**src/rtl/uart_pkg.sv**
```systemverilog
// Shared UART definitions: transmitter FSM states, frame width and the
// baud divisor helper used by the TX/RX blocks.
package uart_pkg;

  localparam int DATA_BITS = 8;

  typedef enum logic [1:0] {
    ST_IDLE,
    ST_START,
    ST_DATA,
    ST_STOP
  } tx_state_e;

  function automatic int calc_divisor(input int clk_freq, input int baud_rate);
    return clk_freq / baud_rate;
  endfunction

endpackage

```
**src/rtl/uart_baud_gen.sv**
```systemverilog
// Bit-period counter: counts 0..DIVISOR-1 while enabled and flags the last
// clk of each bit period. Shared between the UART transmitter and receiver.
module uart_baud_gen #(
  parameter int DIVISOR = 434
) (
  input  logic clk,
  input  logic rst_,
  input  logic clear,
  input  logic enable,
  output logic tick
);

  localparam int CW = (DIVISOR > 1) ? $clog2(DIVISOR) : 1;
  localparam logic [CW-1:0] LAST = CW'(DIVISOR - 1);

  logic [CW-1:0] r_count;

  // NOTE: sequential state is always updated with non-blocking assignments so
  // every flop samples the pre-edge value of its neighbours.
  always_ff @(posedge clk) begin
    if (rst_ || clear) begin
      r_count <= '0;
    end else if (enable) begin
      r_count <= (r_count == LAST) ? '0 : r_count + 1'b1;
    end
  end

  assign tick = enable && (r_count == LAST);

endmodule

```
**src/rtl/uart_tx.sv**
```systemverilog
// 8N1 UART transmitter with a one-entry holding register, so a second byte can
// be queued while the current frame is on the line (zero-gap back-to-back).
module uart_tx
  import uart_pkg::*;
#(
  parameter int CLK_FREQ  = 50_000_000,
  parameter int BAUD_RATE = 115200
) (
  input  logic       clk,
  input  logic       rst_,
  input  logic [7:0] tx_data,
  input  logic       tx_valid,
  output logic       tx_ready,
  output logic       tx_serial,
  output logic       tx_busy,
  output logic       tx_done
);

  localparam int DIVISOR = calc_divisor(CLK_FREQ, BAUD_RATE);
  localparam int IDX_W = $clog2(DATA_BITS);
  localparam logic [IDX_W-1:0] LAST_BIT = IDX_W'(DATA_BITS - 1);

  tx_state_e r_state, w_state_next;

  logic                 r_hold_valid;
  logic [7:0]           r_hold_data;
  logic [DATA_BITS-1:0] r_shift, w_shift_next;
  logic [IDX_W-1:0]     r_bit_idx, w_bit_idx_next;
  logic                 r_serial, w_serial_next;
  logic                 w_tick;
  logic                 w_accept;
  logic                 w_drain;
  logic                 w_done;

  uart_baud_gen #(
    .DIVISOR(DIVISOR)
  ) u_baud_gen (
    .clk   (clk),
    .rst_  (rst_),
    .clear (r_state == ST_IDLE),
    .enable(r_state != ST_IDLE),
    .tick  (w_tick)
  );

  // Accept and drain are mutually exclusive: accept needs an empty holding
  // register, drain needs a full one.
  assign w_accept = tx_valid && !r_hold_valid && !rst_;

  always_ff @(posedge clk) begin
    if (rst_) begin
      r_hold_valid <= 1'b0;
      r_hold_data  <= '0;
    end else if (w_accept) begin
      r_hold_valid <= 1'b1;
      r_hold_data  <= tx_data;
    end else if (w_drain) begin
      r_hold_valid <= 1'b0;
    end
  end

  // NOTE: every signal driven here gets a default first, so no path through
  // the case leaves a value unassigned and no latch is inferred.
  always_comb begin
    w_state_next   = r_state;
    w_shift_next   = r_shift;
    w_bit_idx_next = r_bit_idx;
    w_serial_next  = r_serial;
    w_drain        = 1'b0;
    w_done         = 1'b0;

    unique case (r_state)
      ST_IDLE: begin
        w_serial_next = 1'b1;
        if (r_hold_valid) begin
          w_state_next   = ST_START;
          w_shift_next   = r_hold_data;
          w_bit_idx_next = '0;
          w_serial_next  = 1'b0;
          w_drain        = 1'b1;
        end
      end
      ST_START: begin
        if (w_tick) begin
          w_state_next  = ST_DATA;
          w_serial_next = r_shift[0];
        end
      end
      ST_DATA: begin
        if (w_tick) begin
          if (r_bit_idx == LAST_BIT) begin
            w_state_next  = ST_STOP;
            w_serial_next = 1'b1;
          end else begin
            w_shift_next   = r_shift >> 1;
            w_bit_idx_next = r_bit_idx + 1'b1;
            w_serial_next  = r_shift[1];
          end
        end
      end
      ST_STOP: begin
        if (w_tick) begin
          w_done = 1'b1;
          // A queued byte goes straight into its start bit: no idle clks.
          if (r_hold_valid) begin
            w_state_next   = ST_START;
            w_shift_next   = r_hold_data;
            w_bit_idx_next = '0;
            w_serial_next  = 1'b0;
            w_drain        = 1'b1;
          end else begin
            w_state_next = ST_IDLE;
          end
        end
      end
      default: begin
        w_state_next  = ST_IDLE;
        w_serial_next = 1'b1;
      end
    endcase
  end

  always_ff @(posedge clk) begin
    if (rst_) begin
      r_state   <= ST_IDLE;
      r_shift   <= '0;
      r_bit_idx <= '0;
      r_serial  <= 1'b1;
    end else begin
      r_state   <= w_state_next;
      r_shift   <= w_shift_next;
      r_bit_idx <= w_bit_idx_next;
      r_serial  <= w_serial_next;
    end
  end

  assign tx_ready  = !r_hold_valid;
  assign tx_serial = r_serial;
  assign tx_busy   = (r_state != ST_IDLE);
  // A frame aborted by reset never reports completion.
  assign tx_done   = w_done && !rst_;

endmodule
```
**config.mk**
```make
export PLATFORM = sky130hd
export DESIGN_NAME = uart_tx
export DESIGN_NICKNAME = d
export VERILOG_FILES = /design/src/rtl/uart_pkg.sv /design/src/rtl/uart_baud_gen.sv /design/src/rtl/uart_tx.sv
export SDC_FILE = /design/constraint.sdc
export NUM_CORES = 1
export LEC_CHECK = 0
export ABC_CLOCK_PERIOD_IN_PS = 3100
export CAP_MARGIN = 5
export CORE_AREA = 4 4 61 104
export DETAILED_ROUTE_END_ITERATION = 10
export DIE_AREA = 0 0 65 108
export GPL_ROUTABILITY_DRIVEN = 0
export HOLD_SLACK_MARGIN = 0.02
export RECOVER_POWER = 25
export SETUP_SLACK_MARGIN = 0.02
export SYNTH_ARGS = -nofsm -noshare
export SYNTH_HDL_FRONTEND = slang
export SYNTH_SLANG_ARGS = --single-unit
```
**constraint.sdc**
```tcl
create_clock -name clk -period 3.1 [get_ports clk]
set_input_delay 0.62 -clock clk [delete_from_list [all_inputs] [get_ports clk]]
set_output_delay 0.62 -clock clk [all_outputs]
set_load 0.02 [all_outputs]
```
---- After elaboration in Yosys (flattened, before gate mapping) ----
Cells that the tools add are included.
storage, ports and cells
  word-level logic and storage cells ...... 67
  ROM bits ................................ 0
  bits of input ports ..................... 11
  RAM bits ................................ 0
  register bits after elaboration ......... 32
  output and inout port bits .............. 4
  bits in latches ......................... 0
  memories ................................ 0
cells by class
  multiplexer cells ....................... 32
  divide/modulo/power cells ............... 0
  reductions and logical operators ........ 14
  $lt $le $gt $ge ......................... 0
  shift operators ......................... 0
  add/sub/neg operators ................... 2
  equal/unequal tests ..................... 12
  multipliers ............................. 0
  bitwise operators ....................... 0
operators by type and width
  operator             count
  $mux 8               4
  $pmux 8 s3           1
  $mux 1               13
  $mux 3               4
  $mux 2               5
  $add 9x1->9 const B  1
  $eq 9x9->1 const B   1
  $mux 9               1
  $pmux 3 s3           1
  $ne 2x2->1 const B   4
  $pmux 2 s4           1
  $reduce_and 4->1     2
  $ne 2x1->1 const B   3
  $reduce_and 5->1     1
  $eq 2x2->1 const B   2
  $logic_and 1x1->1    4
  $pmux 1 s4           1
  $reduce_bool 2->1    2
  $add 3x1->3 const B  1
  $eq 3x3->1 const B   1
  $reduce_bool 3->1    1
  $eq 2x1->1 const B   1
  $logic_not 1->1      2
  $logic_not 2->1      1
  other kinds (2)      2

---- Longest topological paths before layout ----
  word-level depth ........................ 6
  depth in mapped cells ................... 8

---- Cells and area by module ----
From an unflattened synthesis, not the netlist that was laid out.
unflattened totals
  cells, all modules ...................... 176
  area total of the unflattened synthesis .. 1584.0 um2
modules (own cells, without submodules)
  module         times used  cells each  area each (um2)
  uart_tx        1           121         1109.8
  uart_baud_gen  1           55          474.2

---- Worst setup path before layout ----
No wires, ideal clock.
  path kind ............................... reg-to-output
  start ................................... register r_state[0]
  end ..................................... output port tx_done
  data required time ...................... 2.480 ns
  stages on the path, launching flop included .. 5
  data arrival time ....................... 1.597 ns
  setup slack ............................. 0.883 ns
  path through ............................ dfxtp_1 > inv_1 > ha_1 > nor3_2 > nor3b_1
between the ends
  word-level cells in the longest chain between the ends .. 5
  elaborated cells on any way between the ends .. 6
  those cells by class .................... eq/ne: 1; mux: 2; reduce/logical: 3
ends and longest elaborated chain
  what                    line                 text
  start, declared         uart_tx.sv:23        tx_state_e r_state, w_state_next;
  start signal, assigned  uart_tx.sv:129       r_state <= w_state_next;
  $reduce_bool 2->1       uart_tx.sv:41        .enable(r_state != ST_IDLE),
  $logic_and 1x1->1       uart_baud_gen.sv:28  assign tick = enable && (r_count == LAST);
  $mux 1                  uart_tx.sv:101       if (w_tick) begin
  $mux 1 *                uart_tx.sv:71        unique case (r_state)
  $logic_and 1x1->1 *     uart_tx.sv:140       assign tx_done = w_done && !rst_;
  end, declared           uart_tx.sv:16        output logic tx_done
Mark *: on every way between the ends. The rest lies on a longest branch, timed or not.

---- Worst setup path in the final report ----
Ends and elaborated chain as after synthesis.

==> flow_summary_export.csv <==
group,metric,value,unit
outcome,status,"finished clean",
die,die_h,108,µm
die,ios,15,
timing,period_minus_slack,2.805,ns
clocking,insertion_delay,0.29,ns
min_path,hp-class,"reg2reg",
flow_run,drv_cap,0,
routing,dr.pass1.iters,4,
global_routing,grt_usage,0.1123,
global_routing,overflow,0,
timing,final-max-slew-violation-count,0,
logic_synthesis,synthesis.nets,199,
timing,rsz0062_at_grt,"no",
placement,dp.final_hpwl,2.577,mm
worst_setup_path,cp-end-kind,"output pin",
logic_synthesis,synth.yosys.seq_area_share,0.4000,
logic_synthesis,synth_edf_count,0,
global_routing,antenna_found_initial,0,
timing,tns,0,ns
clocking,cts.sinks,32,
timing,clock.fmax,0.3565,GHz
global_routing,grt_start_max_net_pins,26,
worst_setup_path,critPathKind,"reg2out",
logic_synthesis,synthCells,179,
global_routing,grt_first_pass_wirelength,6.120,mm
timing,max_slew_margin,0.4077,
worst_setup_path,crit_chain,"inv_1 -> ha_1 -> nor3_2 -> nor3b_1 -> clkdlybuf4s50_1",
final_layout,utilization,0.3464,
placement,dp.cells,263,
pwr,switching_share,0.3415,
final_layout,layout-drive-gt1-share,0.09231,
global_routing,grt_pass1_vias,1323,
worst_setup_path,worstPathArrival,2.18,ns
pwr,ir_drop,0.4683,mV
pwr,total_power,1379,µW
timing,finalHoldViolations,0,
logic_synthesis,synth_top_cell_by_area,"dfxtp_1",
timing,fin_crit_sh,0.9047,
logic_synthesis,synthDistinctLibCells,40,
clocking,post_cts.resized_instances,0,
worst_setup_path,slowest_stage,"clkdlybuf4s50_1",
routing,num_vias,1337,
worst_setup_path,reg2reg_depth,7,
pwr,p_leak,0.0006625,µW
worst_setup_path,critPathLaunchType,"flop",
pwr,p_clk_frac,0.292,
pwr,internal-power,907.8,µW
final_layout,final_cells,271,
routing,vias_per_cell,4.934,
clocking,cts_buffer_depth,2,
timing,tightest_slew,0.8885,ns
clocking,cts_setup_buffers,0,
placement,io_buffer_count,14,
clocking,htreeDepth,2,
timing,fin_skew,0.004726,ns
pwr,power_frac_seq,0.377,
min_path,min_path_cells,2,
die,coreArea,5540,µm²
die,num_rows,36,
logic_synthesis,yosys_warnings,0,
logic_synthesis,syn_area,1602,µm²
logic_synthesis,synth.avg_cell_area,8.947,µm²
die,die_x,65,µm
routing,antenna_left,0,
routing,drcViolationCount,0,
logic_synthesis,async_reset_ff_frac,0,
logic_synthesis,synth-main-ff-cell,"dfxtp_1",
worst_setup_path,required,2.48,ns
final_layout,n_antenna_cell,0,
logic_synthesis,synth_top_area_frac,0.4000,
clocking,cts_made_buffers,5,
clocking,root_buffer,"clkbuf_8",
clocking,cts_tree,"built",
routing,wl_per_cell,13.17,µm
pwr,pwr-share-comb,0.332,
timing,finalSetupViolCount,0,
pwr,p_sw,470.8,µW
clocking,clkTransAtPathRegs,0.07,ns
worst_setup_path,slowest_delay,0.64,ns
final_layout,finalNetCount,214,
die,die_area,7020,µm²
logic_synthesis,ys_top_cells_by_area,"dfxtp_1 40%, a21oi_1 7.8%, ha_1 7.0%",
routing,drt_iter0_drc,28,
worst_setup_path,cp_max_fo,7,
clocking,cts-hold-fix-buffers,0,
routing,wirelength,3.569,mm
die,initial_core_util,0.2891,
final_layout,area_delta_synth_final,19.84,%
pwr,power_density,718.3,nW/µm²
logic_synthesis,ys_ff_latch,32,
timing,holdWs,0.4582,ns
## cell families after synthesis
family          after synthesis  share of synthesized area
compound gates               54                     0.2211
mux                           8                    0.05000
simple gates                 55                     0.1828
xor+xnor                      5                    0.02735
flops                        32                     0.4000
fa+ha+maj                     9                    0.07031
buf+inv                      16                    0.04843
## final timing paths
kind	start	to	slack, ns
max	r_state[0]	tx_done	0.30
min	r_hold_data[2]	r_hold_data[2]	0.46
max reg2reg	r_state[0]	r_shift[1]	0.87
min reg2reg	r_hold_data[2]	r_hold_data[2]	0.46
## Yosys cell counts, drive strengths merged, types with 2 or more instances
cell	n
o21ai	10
nand4b	2
clkbuf	4
dfxtp	32
nor2b	2
nand4	3
buf	5
and3	2
or3	3
xor2	3
a311oi	7
a211oi	2
a21oi	25
nand2	21
mux2i	8
inv	7
and4b	2
a31o	2
nor3	2
ha	9
nor2	12
a31oi	2
nand3	2
xnor2	2
## through the flow
step	worst slack, ns	instance area [µm²]
3_3_place_gp	0.5433	1808
5_1_grt	0.09075	1919
3_5_place_dp	0.5428	1808
6_report	0.2953	1919
4_1_cts	0.2633	1919
2_1_floorplan	0.8832	1602
## power groups by stage
stage | Clock [µW] | Sequential [µW] | Combinational, µW
2_1_floorplan | 0 | 520 | 355
3_3_place_gp | 0 | 527 | 458
3_5_place_dp | 0 | 530 | 461
4_1_cts | 413 | 521 | 463
5_1_grt | 433 | 527 | 512
6_report | 402 | 519 | 457
## placed cells by master, fill, tap and decap left out, types with 2 or more instances in the layout
cell,instances
a311oi_1,7
or3_1,2
mux2i_1,8
xor2_1,3
clkbuf_8,5
xnor2_1,2
clkdlybuf4s50_1,13
nand2_1,21
nor2b_1,2
o21ai_0,9
a31o_2,2
nand4b_1,2
and3_1,2
nor2_1,12
ha_1,9
buf_4,3
nand3_1,2
and4b_1,2
a31oi_1,2
a21oi_1,25
nand4_1,3
inv_1,7
dfxtp_1,32
## state kept, by name, summed over array words and instances, names as in the netlist
signal	cells
r_shift	8
r_hold_data	8
r_bit_idx	3
tx_serial	1
r_hold_valid	1
u_baud_gen.r_count	9
r_state	2
## metal layers
layer  share of wire  GRT usage
met5               0          0
met4           0.027    0.07110
met3           0.028    0.02599
met2            0.55     0.1941
met1            0.40     0.1207
## final cells by class
type | count | area (µm²)
multi-input cells | 131 | 883.3
fillers | 596 | 3621
clock buffers | 5 | 68.82
inverters | 7 | 26.28
clock inverters | 3 | 42.54
repair buffers | 17 | 162.7
well taps | 76 | 95.09
flip-flops and latches | 32 | 640.6
## worst max-delay path: cells and delay by family (launching register included)
kind / cells / cell delay [ns]
simple gates: 2 / 0.46
flops: 1 / 0.36
buf+inv: 2 / 0.75
fa+ha+maj: 1 / 0.32
Note: power is estimated with default switching activity, not from simulation.
